$ cat config.mk
export PLATFORM = sky130hd
export DESIGN_NAME = spi_sclk_engine
export DESIGN_NICKNAME = d
export VERILOG_FILES = /design/src/rtl/spi_sclk_engine.sv
export SDC_FILE = /design/constraint.sdc
export NUM_CORES = 1
export LEC_CHECK = 0
export BUFFER_PORTS_ARGS = -buffer_cell sky130_fd_sc_hd__buf_2
export CELL_PAD_IN_SITES_DETAIL_PLACEMENT = 0
export CELL_PAD_IN_SITES_GLOBAL_PLACEMENT = 1
export CORE_MARGIN = 5
export CORE_UTILIZATION = 25
export CTS_CLUSTER_SIZE = 40
export DETAILED_ROUTE_END_ITERATION = 16
export PLACE_DENSITY = 0.6
export SLEW_MARGIN = 20
export SYNTH_ARGS = -nofsm -noshare
export SYNTH_HDL_FRONTEND = slang
export SYNTH_SLANG_ARGS = --single-unit
$ cat constraint.sdc
create_clock -name i_clk_sys -period 2.65 [get_ports i_clk_sys]
set_clock_uncertainty 0.05 [all_clocks]
set_input_delay 0.53 -clock i_clk_sys [delete_from_list [all_inputs] [get_ports i_clk_sys]]
set_output_delay 0.53 -clock i_clk_sys [all_outputs]
set_load 0.05 [all_outputs]
$ cat src/rtl/spi_sclk_engine.sv
// SPI serial-clock engine: per-transfer divider/CPOL/CPHA/bit count, CS lead/trail
// sequencing, and single-cycle launch/sample strobes aligned to the transfer start.
module spi_sclk_engine #(
  parameter int DIV_W     = 8,
  parameter int CNT_W     = 6,
  parameter int LEAD_CYC  = 1,
  parameter int TRAIL_CYC = 1
) (
  input  logic             i_clk_sys,
  input  logic             i_rst,
  input  logic             i_start,
  input  logic             i_abort,
  input  logic             i_cpol,
  input  logic             i_cpha,
  input  logic [DIV_W-1:0] i_half_div,
  input  logic [CNT_W-1:0] i_nbits,
  output logic             o_sclk,
  output logic             o_cs_n,
  output logic             o_launch,
  output logic             o_sample,
  output logic             o_busy,
  output logic             o_done
);

  localparam int PMAX = (LEAD_CYC > TRAIL_CYC) ? LEAD_CYC : TRAIL_CYC;
  localparam int PW   = $clog2(PMAX + 2);
  localparam logic [PW-1:0] LEAD_LAST  = PW'((LEAD_CYC > 0) ? LEAD_CYC - 1 : 0);
  localparam logic [PW-1:0] TRAIL_LAST = PW'(TRAIL_CYC);

  typedef enum logic [1:0] {S_IDLE, S_LEAD, S_SHIFT, S_TRAIL} state_t;

  state_t             r_state;
  logic               r_cpol;
  logic               r_cpha;
  logic [DIV_W-1:0]   r_half_div;
  logic [CNT_W-1:0]   r_nbits;
  logic [DIV_W-1:0]   r_div_cnt;
  logic [CNT_W:0]     r_edge;
  logic [PW-1:0]      r_pcnt;
  logic               r_sclk;
  logic               r_cs_n;
  logic               r_launch;
  logic               r_sample;
  logic               r_busy;
  logic               r_done;

  logic [CNT_W:0]     w_edge_k;
  logic               w_odd;
  logic               w_last;
  logic               w_tick;

  // w_edge_k is the number of the SCLK edge that the next tick produces (1..2N).
  assign w_edge_k = r_edge + (CNT_W+1)'(1);
  assign w_odd    = w_edge_k[0];
  assign w_last   = (w_edge_k == {r_nbits, 1'b0});
  assign w_tick   = (r_div_cnt == r_half_div);

  // Handshake: i_start is a level request sampled only in IDLE (and only with
  // i_nbits != 0); o_busy covers CS-low time; o_done pulses once as CS releases.
  always_ff @(posedge i_clk_sys or posedge i_rst) begin
    if (i_rst) begin
      r_state    <= S_IDLE;
      r_cpol     <= 1'b0;
      r_cpha     <= 1'b0;
      r_half_div <= '0;
      r_nbits    <= '0;
      r_div_cnt  <= '0;
      r_edge     <= '0;
      r_pcnt     <= '0;
      r_sclk     <= 1'b0;
      r_cs_n     <= 1'b1;
      r_launch   <= 1'b0;
      r_sample   <= 1'b0;
      r_busy     <= 1'b0;
      r_done     <= 1'b0;
    end else begin
      r_launch <= 1'b0;
      r_sample <= 1'b0;
      r_done   <= 1'b0;
      if (i_abort) begin
        r_state <= S_IDLE;
        r_cs_n  <= 1'b1;
        r_busy  <= 1'b0;
        r_sclk  <= r_cpol;
      end else begin
        case (r_state)
          S_IDLE: begin
            r_sclk <= i_cpol;
            if (i_start && (i_nbits != '0)) begin
              r_cpol     <= i_cpol;
              r_cpha     <= i_cpha;
              r_half_div <= i_half_div;
              r_nbits    <= i_nbits;
              r_div_cnt  <= '0;
              r_edge     <= '0;
              r_pcnt     <= '0;
              r_cs_n     <= 1'b0;
              r_busy     <= 1'b1;
              if (LEAD_CYC == 0) begin
                r_state  <= S_SHIFT;
                r_launch <= ~i_cpha;
              end else begin
                r_state  <= S_LEAD;
              end
            end
          end
          S_LEAD: begin
            if (r_pcnt == LEAD_LAST) begin
              r_state  <= S_SHIFT;
              r_pcnt   <= '0;
              r_launch <= ~r_cpha;
            end else begin
              r_pcnt <= r_pcnt + PW'(1);
            end
          end
          S_SHIFT: begin
            if (w_tick) begin
              r_div_cnt <= '0;
              r_sclk    <= ~r_sclk;
              r_edge    <= w_edge_k;
              if (w_odd) begin
                if (r_cpha) r_launch <= 1'b1;
                else        r_sample <= 1'b1;
              end else begin
                if (r_cpha)       r_sample <= 1'b1;
                else if (!w_last) r_launch <= 1'b1;
              end
              if (w_last) begin
                r_state <= S_TRAIL;
                r_pcnt  <= '0;
              end
            end else begin
              r_div_cnt <= r_div_cnt + DIV_W'(1);
            end
          end
          S_TRAIL: begin
            // The edge-2N cycle itself is counted here, hence the inclusive compare.
            if (r_pcnt == TRAIL_LAST) begin
              r_state <= S_IDLE;
              r_cs_n  <= 1'b1;
              r_busy  <= 1'b0;
              r_done  <= 1'b1;
            end else begin
              r_pcnt <= r_pcnt + PW'(1);
            end
          end
          default: r_state <= S_IDLE;
        endcase
      end
    end
  end

  assign o_sclk   = r_sclk;
  assign o_cs_n   = r_cs_n;
  assign o_launch = r_launch;
  assign o_sample = r_sample;
  assign o_busy   = r_busy;
  assign o_done   = r_done;

endmodule

==> results.json <==
{
  "status": "complete, no violations",
  "leakage_nw": 1.18,
  "rows": 35,
  "diodes": 0,
  "initial_core_util_pct": 25.3,
  "wl_met3_um": 130,
  "rsz0062_at_grt": "false",
  "die_area_um2": 11200,
  "clk_pin_slew_ps": 80,
  "wl_met1_um": 2530,
  "p_per_area_nw_per_um2": 870,
  "core_area_um2": 9060,
  "port_buffers": 25,
  "hold_path.class": "input pin to async pin",
  "slew_headroom_pct": 51.4,
  "yosys.cell_count.top_type": "dfrtp_1",
  "timing.fmax_mhz": 415,
  "ir_worst_vdd_mv": 0.388,
  "ys.flop_type": "dfrtp_1",
  "netlist_top_cells_count": "dfrtp_1 (40), o21ai_0 (18), xnor2_1 (18), mux2_2 (16)",
  "synth_cells": 216,
  "syn_area_per_cell_um2": 10.6,
  "grt_pass1_wl_um": 8670,
  "fin_crit_ps": 2410,
  "htree_levels": 2,
  "gp_congestion": 0.747,
  "cpPeakStageDelay_ps": 510,
  "placed_cell_area_um2": 2640,
  "synthArstFlopShare_pct": 100,
  "synth_area_leaders": "dfrtp_1 (44%), mux2_2 (7.9%), xnor2_1 (6.9%)",
  "ant_nets": 0,
  "drive_gt1_share_pct": 29.6,
  "maxCapViolCount": 0,
  "firstDrtPassIters": 4,
  "fin_crit_sh_pct": 91.0,
  "worst_setup_path_end_kind": "register",
  "synth_fp_nets": 246,
  "setup_viol": 0,
  "cts_resized": 0,
  "worstPathRequired_ps": 2810,
  "clockRootBuffer": "clkbuf_8",
  "via_count": 1724,
  "drc": 0,
  "fin_nets": 286,
  "cts_max_path_buffers": 2,
  "yosys.cell_types.count": 50,
  "numCtsBuffers": 5,
  "design_area_um2": 2760,
  "cts_tree": "yes",
  "ys_seq_elements": 41,
  "syn-cell-area_um2": 2290,
  "grt_pass1_vias": 1706,
  "yosys.area.top_type": "dfrtp_1",
  "worst-slew-pin-transition_ps": 729,
  "hold_viol": 0,
  "wirelength_um": 5060,
  "crit_fanout": 5,
  "die_x_um": 106,
  "antenna_found_initial": 0,
  "die_height_um": 106,
  "top_layer": "met4",
  "criticalPathCategory": "register to register",
  "synth-edff-count": 0,
  "wl_met2_um": 2300,
  "yosysWarningCount": 0,
  "dpl.hpwl_um": 3790,
  "slew_violations": 0,
  "post_cts_buffers": 0,
  "wl_per_cell_um": 13.8,
  "ys_seq_area_share_pct": 44.8,
  "critPathLaunchType": "register",
  "clkSinkCount": 41,
  "area_growth_pct": 20.5,
  "grt-ovfl-total": 0,
  "slowest_stage": "or4_4",
  "grt_max_degree": 42,
  "drt_iter0_drc": 114,
  "io_pins": 26,
  "synth_top_area_share_pct": 43.7,
  "setup-tns-final_ps": 0,
  "via_per_inst": 4.68,
  "path_cells": "ha_1 > and3_1 > xnor2_1 > or4_4 > o41ai_4 > nand2_2 > a221oi_2",
  "cp.arrival_ps": 2570,
  "cts_hold_buf": 0,
  "clk_latency_ps": 300,
  "grt_use_total_pct": 9.58
}
worst paths after layout:
check	startpoint	endpoint	slack, ps	depth (start not counted)
min reg2reg	r_cpol	o_sclk	440	2
max in group asynchronous	i_rst	o_cs_n	1880	3
min	i_rst	r_half_div[7]	300	3
max reg2reg	r_edge[1]	r_state[0]	240	7
min in group i_clk_sys	i_half_div[4]	r_half_div[4]	410	2
max	r_edge[1]	r_state[0]	240	7
critical path, delay by kind of cell, from the launching register on:
kind	cells	cell delay, ps
AOI/OAI and AO/OA	2	570
adders and majority gates	1	270
DFF	1	410
and+or+nand+nor	3	890
xor gates and xnor gates	1	140
cell type report:
cell class	instances	area [um2]
multi-input cells	157	1180
clock inverters	2	37.5
well taps	111	139
clock buffers	6	82.6
flip-flops and latches	41	1030
fillers	921	6300
repair buffers	40	250
inverters	11	41.3
per-layer routing:
metal / up-vias / global-route usage, %
met5: - / 0
met4: 0 / 3.89
met3: 7 / 1.29
met2: 37 / 14.8
met1: 825 / 13.5
li1: 855 / -
flip-flops by register name, indices dropped and copies added, names as in the netlist:
register	cells
r_state	2
r_edge	7
o_launch	1
o_busy	1
o_cs_n	1
r_nbits	6
r_pcnt	2
r_div_cnt	8
r_half_div	8
o_sclk	1
r_cpol	1
o_sample	1
r_cpha	1
o_done	1
layout by cell type (no fill, tap or decap), types with 2 or more instances in the layout:
cell	netlist	layout
nand3_1	10	10
ha_1	10	10
a21oi_1	12	12
nand2_1	12	12
nor2_1	8	8
mux2_2	16	16
buf_2	1	25
and3_1	2	2
buf_4	1	14
dfrtp_1	40	40
clkbuf_8	0	6
mux2i_1	3	3
a31oi_1	2	2
xnor2_1	18	18
xor2_1	2	2
nand4_1	3	3
inv_1	10	10
o31ai_1	9	9
o21ai_0	18	18
nand2b_1	4	4
nor2b_1	2	2
where the power goes:
part	total [mW]	internal, mW	switching, mW
Sequential	0.932	0.804	0.127
Combinational	0.935	0.453	0.482
Clock	0.535	0.306	0.229
Total	2.40	1.56	0.838
cells by family after synthesis:
kind of cell             Yosys count  synth area share, %
AND/OR/NAND/NOR                   54                 13.0
AO/OA/AOI/OAI                     53                 15.9
flip-flops                        41                 44.8
XOR/XNOR                          20                 7.65
multiplexers                      20                 9.67
buffers and inverters             18                 3.50
adder cells (fa/ha/maj)           10                 5.46
through the flow:
stage                     total power, mW  util [%]  hold WS [ps]  instances  setup slack, ps
final                                2.40      30.5           301        368              239
after global routing                 2.58      30.5           358        368              102
after CTS                            2.44      30.5           320        368              241
after detailed placement             1.89      29.1           425        360              186
after global placement               1.88      29.1           418        360              199
after floorplan                      1.61         -           395        216              265
Note: power is estimated with default switching activity, not from simulation.
